<file path="src/rtl/seq_restoring_divider.sv">
// Multi-cycle unsigned restoring divider.
// One shift-and-subtract step per clock; start/done handshake with
// results held from the done cycle until the next accepted start.
module seq_restoring_divider #(
   parameter int WIDTH = 4
) (
   input  logic             clk,
   input  logic             reset,
   input  logic             start,
   input  logic [WIDTH-1:0] dividend,
   input  logic [WIDTH-1:0] divisor,
   output logic             busy,
   output logic             done,
   output logic [WIDTH-1:0] quotient,
   output logic [WIDTH-1:0] remainder,
   output logic             div_by_zero
);

   localparam int CNT_W = (WIDTH > 2) ? $clog2(WIDTH) : 1;
   localparam logic [CNT_W-1:0] LAST_STEP = CNT_W'(WIDTH - 1);

   typedef enum logic [1:0] {
      S_IDLE = 2'd0,
      S_RUN  = 2'd1,
      S_DONE = 2'd2
   } state_t;

   state_t           r_state;
   state_t           w_state_next;

   // Working partial remainder. The remainder is always below the divisor,
   // so it fits in WIDTH bits between steps; the extra bit only exists
   // transiently in the shifted value fed to the trial subtract.
   logic [WIDTH-1:0] r_rem_work;
   logic [WIDTH-1:0] r_quo_work;
   logic [WIDTH-1:0] r_divisor;
   logic [CNT_W-1:0] r_cnt;

   logic [WIDTH-1:0] r_quotient;
   logic [WIDTH-1:0] r_remainder;
   logic             r_dbz;

   logic             w_accept;
   logic             w_zero_div;
   logic             w_last;
   logic [WIDTH:0]   w_shift_r;
   logic [WIDTH:0]   w_trial;
   logic             w_borrow;
   logic [WIDTH-1:0] w_r_step;
   logic [WIDTH-1:0] w_q_step;

   assign w_accept   = (r_state == S_IDLE) && start;
   assign w_zero_div = (divisor == '0);
   assign w_last     = (r_cnt == LAST_STEP);

   // One restoring step: shift {R,Q} left, trial-subtract the divisor,
   // keep the difference and set the quotient bit only when no borrow.
   assign w_shift_r = {r_rem_work, r_quo_work[WIDTH-1]};
   assign w_trial   = w_shift_r - {1'b0, r_divisor};
   assign w_borrow  = w_trial[WIDTH];
   assign w_r_step  = w_borrow ? w_shift_r[WIDTH-1:0] : w_trial[WIDTH-1:0];
   assign w_q_step  = {r_quo_work[WIDTH-2:0], ~w_borrow};

   // Next-state logic for the IDLE/RUN/DONE sequencer.
   always_comb begin
      w_state_next = r_state;
      case (r_state)
         S_IDLE: begin
            if (w_accept) begin
               w_state_next = w_zero_div ? S_DONE : S_RUN;
            end
         end
         S_RUN: begin
            if (w_last) begin
               w_state_next = S_DONE;
            end
         end
         S_DONE:  w_state_next = S_IDLE;
         default: w_state_next = S_IDLE;
      endcase
   end

   // State register.
   always_ff @(posedge clk) begin
      if (reset) begin
         r_state <= S_IDLE;
      end else begin
         r_state <= w_state_next;
      end
   end

   // Operand capture, iteration datapath and result registers.
   always_ff @(posedge clk) begin
      if (reset) begin
         r_rem_work  <= '0;
         r_quo_work  <= '0;
         r_divisor   <= '0;
         r_cnt       <= '0;
         r_quotient  <= '0;
         r_remainder <= '0;
         r_dbz       <= 1'b0;
      end else begin
         case (r_state)
            S_IDLE: begin
               if (w_accept && !w_zero_div) begin
                  r_rem_work <= '0;
                  r_quo_work <= dividend;
                  r_divisor  <= divisor;
                  r_cnt      <= '0;
               end else if (w_accept) begin
                  r_quotient  <= '1;
                  r_remainder <= dividend;
                  r_dbz       <= 1'b1;
               end
            end
            S_RUN: begin
               r_rem_work <= w_r_step;
               r_quo_work <= w_q_step;
               r_cnt      <= r_cnt + 1'b1;
               // The final step lands directly in the result registers so
               // they change exactly on entry to DONE.
               if (w_last) begin
                  r_quotient  <= w_q_step;
                  r_remainder <= w_r_step;
                  r_dbz       <= 1'b0;
               end
            end
            default: begin
            end
         endcase
      end
   end

   assign busy        = (r_state != S_IDLE);
   assign done        = (r_state == S_DONE);
   assign quotient    = r_quotient;
   assign remainder   = r_remainder;
   assign div_by_zero = r_dbz;

endmodule
</file>
<file path="config.mk">
export PLATFORM = sky130hd
export DESIGN_NAME = seq_restoring_divider
export DESIGN_NICKNAME = d
export VERILOG_FILES = /design/src/rtl/seq_restoring_divider.sv
export SDC_FILE = /design/constraint.sdc
export NUM_CORES = 1
export LEC_CHECK = 0
export CORE_MARGIN = 4
export CORE_UTILIZATION = 40
export CTS_CLUSTER_DIAMETER = 80
export DETAILED_ROUTE_END_ITERATION = 8
export PLACE_DENSITY_LB_ADDON = 0.08
export SYNTH_ARGS = -nofsm -noshare
export SYNTH_HDL_FRONTEND = slang
export SYNTH_SLANG_ARGS = --single-unit
</file>
<file path="constraint.sdc">
create_clock -name clk -period 3.7 [get_ports clk]
set_input_delay 0.925 -clock clk [delete_from_list [all_inputs] [get_ports clk]]
set_output_delay 0.925 -clock clk [all_outputs]
set_load 0.005 [all_outputs]
</file>
---- Word-level counts from Yosys, hierarchy flattened ----
Cells that the tools add are included.
word-level totals
  register bits ........................... 25
  input port bits ......................... 11
  output and inout port bits .............. 11
  logic and storage cells ................. 52
cells by class
  add/sub/neg operators ................... 2
  equal/unequal tests ..................... 7
  muxes and demuxes ....................... 23
  bitwise operators ....................... 1
  reductions and logical operators ........ 11
operator list
  operator                                                               number
  4-bit 2-to-1 mux                                                       9
  4-bit one-hot mux with 2 select lines                                  4
  2-bit 2-to-1 mux                                                       4
  2-bit one-hot mux with 2 select lines                                  2
  2-bit != test, second input constant                                   3
  2-bit AND reduction                                                    3
  5-bit by 4-bit subtractor with 5-bit output                            1
  2-bit equality test, second input constant                             2
  4-bit zero test                                                        1
  4-bit AND reduction                                                    1
  2-bit nonzero test                                                     2
  1-bit 2-to-1 mux                                                       3
  2-bit by 1-bit adder with 2-bit output, second input constant          1
  2-bit by 1-bit equality test with 1-bit output, second input constant  1
  1-bit logical AND                                                      2
  2-bit zero test                                                        1
  2-bit by 1-bit != test with 1-bit output, second input constant        1
  1-bit one-hot mux with 2 select lines                                  1
  1-bit zero test                                                        1
  1-bit inverter                                                         1

---- Longest topological paths before layout ----
  word-level depth ........................ 5
  mapped depth ............................ 8

---- Least setup slack after synthesis ----
Ideal clock, no wire load.
  path type ............................... register to register
  start ................................... register r_quo_work[3]
  end ..................................... register r_remainder[2], in the netlist remainder[2]
  library setup time ...................... 0.091 ns
  arrival ................................. 1.992 ns
  required time ........................... 3.609 ns
  path slack .............................. 1.617 ns
  cell stages (with the launch flop) ...... 9
  buffers on the path ..................... 0
  clock period less this slack ............ 2.083 ns
  path through ............................ dfxtp_1 -> inv_1 -> ha_1 -> fa_1 -> nand2b_4 -> a21oi_4 -> xor2_4 -> mux2_4 -> a311oi_1
on the way
  word-level cells in the longest chain between the ends .. 4
RTL lines
  item                                         RTL line  source
  start, declared                              35        logic [WIDTH-1:0] r_quo_work;
  start signal, assigned                       107       r_quo_work <= dividend;
  start signal, assigned                       118       r_quo_work <= w_q_step;
  5-bit by 4-bit subtractor with 5-bit output  59        assign w_trial = w_shift_r - {1'b0, r_divisor};
  4-bit 2-to-1 mux                             61        assign w_r_step = w_borrow ? w_shift_r[WIDTH-1:0] : w_trial[WIDTH-1:0];
  4-bit 2-to-1 mux                             122       if (w_last) begin
  4-bit one-hot mux with 2 select lines        103       case (r_state)
  end signal, assigned                         112       r_remainder <= dividend;
  end signal, assigned                         124       r_remainder <= w_r_step;
  end, declared                                40        logic [WIDTH-1:0] r_remainder;
Every way passes these cells. The select of a mux whose other input is x is not followed.
A chain may end at the register's enable or synchronous reset.

---- Final worst setup path ----
  start ................................... input divisor[0]
  end ..................................... register r_remainder[3], in the netlist remainder[3]
on the way
  word-level cells in the longest chain between the ends .. 5
RTL lines
  item                           RTL line  source
  start, declared                11        input logic [WIDTH-1:0] divisor,
  4-bit zero test                53        assign w_zero_div = (divisor == '0);
  1-bit zero test                105       if (w_accept && !w_zero_div) begin
  1-bit logical AND              105
  2-bit != test (no line)        --
  4-bit AND reduction (no line)  --
Every way passes these cells.

==> results_dict.tcl <==
set metrics [dict create \
    ys_seq_area_frac 0.388 \
    clk_pin_slew_worst_paths_ps 140 \
    antenna_cells 0 \
    p_sw_mw 0.170 \
    routedWlPerCell_um 13.0 \
    grt_pass1_vias 1001 \
    dp_hpwl_mm 1.99 \
    ioPinCount 22 \
    ir_worst_vdd_uv 213 \
    gp_congestion 0.755 \
    route.detailed.drc 0 \
    die_y_um 64.8 \
    routed_wl_mm 2.64 \
    first_iter_violations 38 \
    cp-startpoint "divisor[0]" \
    die_area_mm2 0.00420 \
    worstPathMaxFanout 14 \
    hold_buffers 0 \
    synth_nets 157 \
    yosysWarnings 0 \
    final_max_slew_viol_count 0 \
    status "completed" \
    max_freq_mhz 396 \
    p_per_area_mw_per_mm2 361 \
    cts_max_path_buffers 2 \
    synth_area_mm2 0.00129 \
    core_mm2 0.00308 \
    clock_latency_ps 330 \
    finalSetupViolCount 0 \
    io_buffers 21 \
    vias 996 \
    leakagePower_nw 0.582 \
    rsz0062_at_grt "false" \
    tightest_slew_ps 702 \
    initial_core_util 0.419 \
    hold_viol 0 \
    grt_pass1_wl_mm 4.60 \
    hold_path_class "flop to flop" \
    grt_overflow_total 0 \
    pwr-share-comb 0.245 \
    area_growth_pct 20.4 \
    r2r_cells 8 \
    ant_nets 0 \
    drive_above_1_share 0.138 \
    swShare 0.303 \
    netlist_instances 140 \
    p_int_mw 0.391 \
    required_ps 3920 \
    critPathKind "input pin to flop" \
    antenna_found_initial 0 \
    ys_ff_latch 25 \
    groute.usage.overall 0.139 \
    pwr-share-seq 0.530 \
    timing.rr.end "remainder[2]" \
    finClkSkew_ps 6.61 \
    synth_cell_types 38 \
    drt-vias-per-instance 4.91 \
    firstDrtPassIters 4 \
    fin_crit_ps 2530 \
    numCtsBuffers 3 \
    grt_max_degree 20 \
    ff2ff_setup_slack_ps 1380 \
    fp-row-count 20 \
    avgSynthCellArea_um2 9.21 \
    cts_root_buf "clkbuf_4" \
    nets 177 \
    fp.dieW_um 64.8 \
    fin_area_mm2 0.00155 \
    crit_end "remainder[3]" \
    cp.arrival_ps 2740 \
    fillers 289 \
    maxCapViolations 0 \
    cts_sinks 25 \
    fin_setup_tns_ps 0 \
    worstReg2RegStart "r_quo_work[3]" \
    cts_htree_levels 1 \
    min_period_over_period 0.683 \
    placed_area_mm2 0.00153 \
    postCtsSetupBuffers 0 \
    critPathLaunchType "input pin" \
    crit_path_end_kind "flop" \
    cts_resized 0 \
    fin_util 0.504 \
    relSlewSlack 0.532 \
    clockPowerShare 0.224 \
    cts_tree "built" \
]
-- synth_stat cells --
cell type  instances  area [µm²]
a211oi_1           4        30.0
a211oi_2           1        12.5
a21boi_0           1        7.51
a21oi_1            6        30.0
a21oi_2            1        8.76
a21oi_4            1        16.3
a22oi_1            1        7.51
a2bb2oi_1          2        17.5
a311oi_1           1        8.76
a311oi_2           2        30.0
a31oi_1            2        12.5
buf_1              1        3.75
buf_2              3        15.0
buf_4              1        7.51
buf_6              1        11.3
clkbuf_1           2        7.51
dfxtp_1           25         500
fa_1               1        20.0
ha_1               5        62.6
inv_1              5        18.8
mux2_4             1        15.0
mux2i_1            8        80.1
nand2_1           10        37.5
nand2b_1           3        18.8
nand2b_4           1        13.8
nand3_1            1        5.00
nand3b_1           2        15.0
nor2_1            32         120
nor2_2             2        12.5
nor2b_1            4        25.0
nor3_2             3        30.0
nor3b_2            1        12.5
nor4_4             1        21.3
o211ai_1           1        7.51
o21bai_1           1        7.51
o22ai_1            1        6.26
or2_2              1        6.26
xor2_4             1        27.5
-- state kept, by name, summed over array words and instances (netlist names) --
signal,count
r_rem_work,4
r_divisor,4
r_quo_work,4
quotient,4
remainder,4
r_cnt,2
r_state,2
div_by_zero,1
-- cell type report --
class,count,area [µm²],area share
multi-input combinational,102,726,0.467
sequential,25,500,0.322
timing repair buffer,23,225,0.145
tap,44,55.1,0.0355
clock buffer,3,22.5,0.0145
inverter,5,18.8,0.0121
clock inverter,1,5.00,0.00322
-- per-layer routing --
| layer | vias to the layer above | routed length, µm | global-route usage |
|---|---|---|---|
| met4 | 0 | 28 | 0.0396 |
| met2 | 11 | 1270 | 0.232 |
| met1 | 463 | 1260 | 0.171 |
| li1 | 517 | - | - |
| met5 | - | 0 | 0 |
| met3 | 5 | 70 | 0.0416 |
-- power by group through the flow --
stage / Clock (mW) / Sequential (mW) / Combinational [mW]
4_1_cts: 0.131 / 0.298 / 0.138
3_3_place_gp: 0 / 0.303 / 0.135
2_1_floorplan: 0 / 0.300 / 0.101
3_5_place_dp: 0 / 0.303 / 0.137
6_report: 0.126 / 0.297 / 0.138
5_1_grt: 0.147 / 0.301 / 0.150
-- cell families after synthesis --
logic type | count (synthesis) | synth area share
buffers and inverters | 13 | 0.0495
DFF | 25 | 0.388
xor gates and xnor gates | 1 | 0.0213
AOI/OAI and AO/OA | 25 | 0.157
adders and majority gates | 6 | 0.0640
and+or+nand+nor | 61 | 0.246
muxes | 9 | 0.0737
-- layout by cell type (no fill, tap or decap), types with 2 or more instances in the layout --
cell type / Yosys / layout
buf_4: 1 / 2
ha_1: 5 / 5
nand3b_1: 2 / 2
clkdlybuf4s50_1: 0 / 21
nor3_2: 3 / 3
clkbuf_4: 0 / 3
a2bb2oi_1: 2 / 2
a21oi_1: 6 / 6
nand2b_1: 3 / 3
nand2_1: 10 / 10
nor2_2: 2 / 2
nor2b_1: 4 / 4
inv_1: 5 / 5
nor2_1: 32 / 32
a311oi_2: 2 / 2
mux2i_1: 8 / 8
a211oi_1: 4 / 4
dfxtp_1: 25 / 25
a31oi_1: 2 / 2
-- how the worst min path moves through the flow --
stage | start | endpoint | slack (ps) | cells after the start
global placement | r_rem_work[2] | r_rem_work[2] | 480 | 2
global route | r_rem_work[0] | r_rem_work[0] | 530 | 2
floorplan | r_rem_work[0] | r_rem_work[0] | 450 | 2
CTS | r_rem_work[0] | r_rem_work[0] | 500 | 2
finish | r_rem_work[0] | r_rem_work[0] | 500 | 2
detailed placement | r_rem_work[0] | r_rem_work[0] | 480 | 2
-- through the flow --
step                      hold WS [ps]  power (mW)  instances  worst slack [ps]
final                              501       0.561        203              1170
after global routing               530       0.598        203              1010
after CTS                          502       0.566        203              1170
after detailed placement           483       0.441        199               811
after global placement             475       0.438        199               851
after floorplan                    454       0.402        140              1620
-- worst max-delay path: stages --
cell and delay (ps):
clkdlybuf4s50_1 460, nor4_4 310, nand3b_1 140, a21oi_2 560, a21boi_0 250, a31oi_1 110
Power figures use the tool's default switching activity.
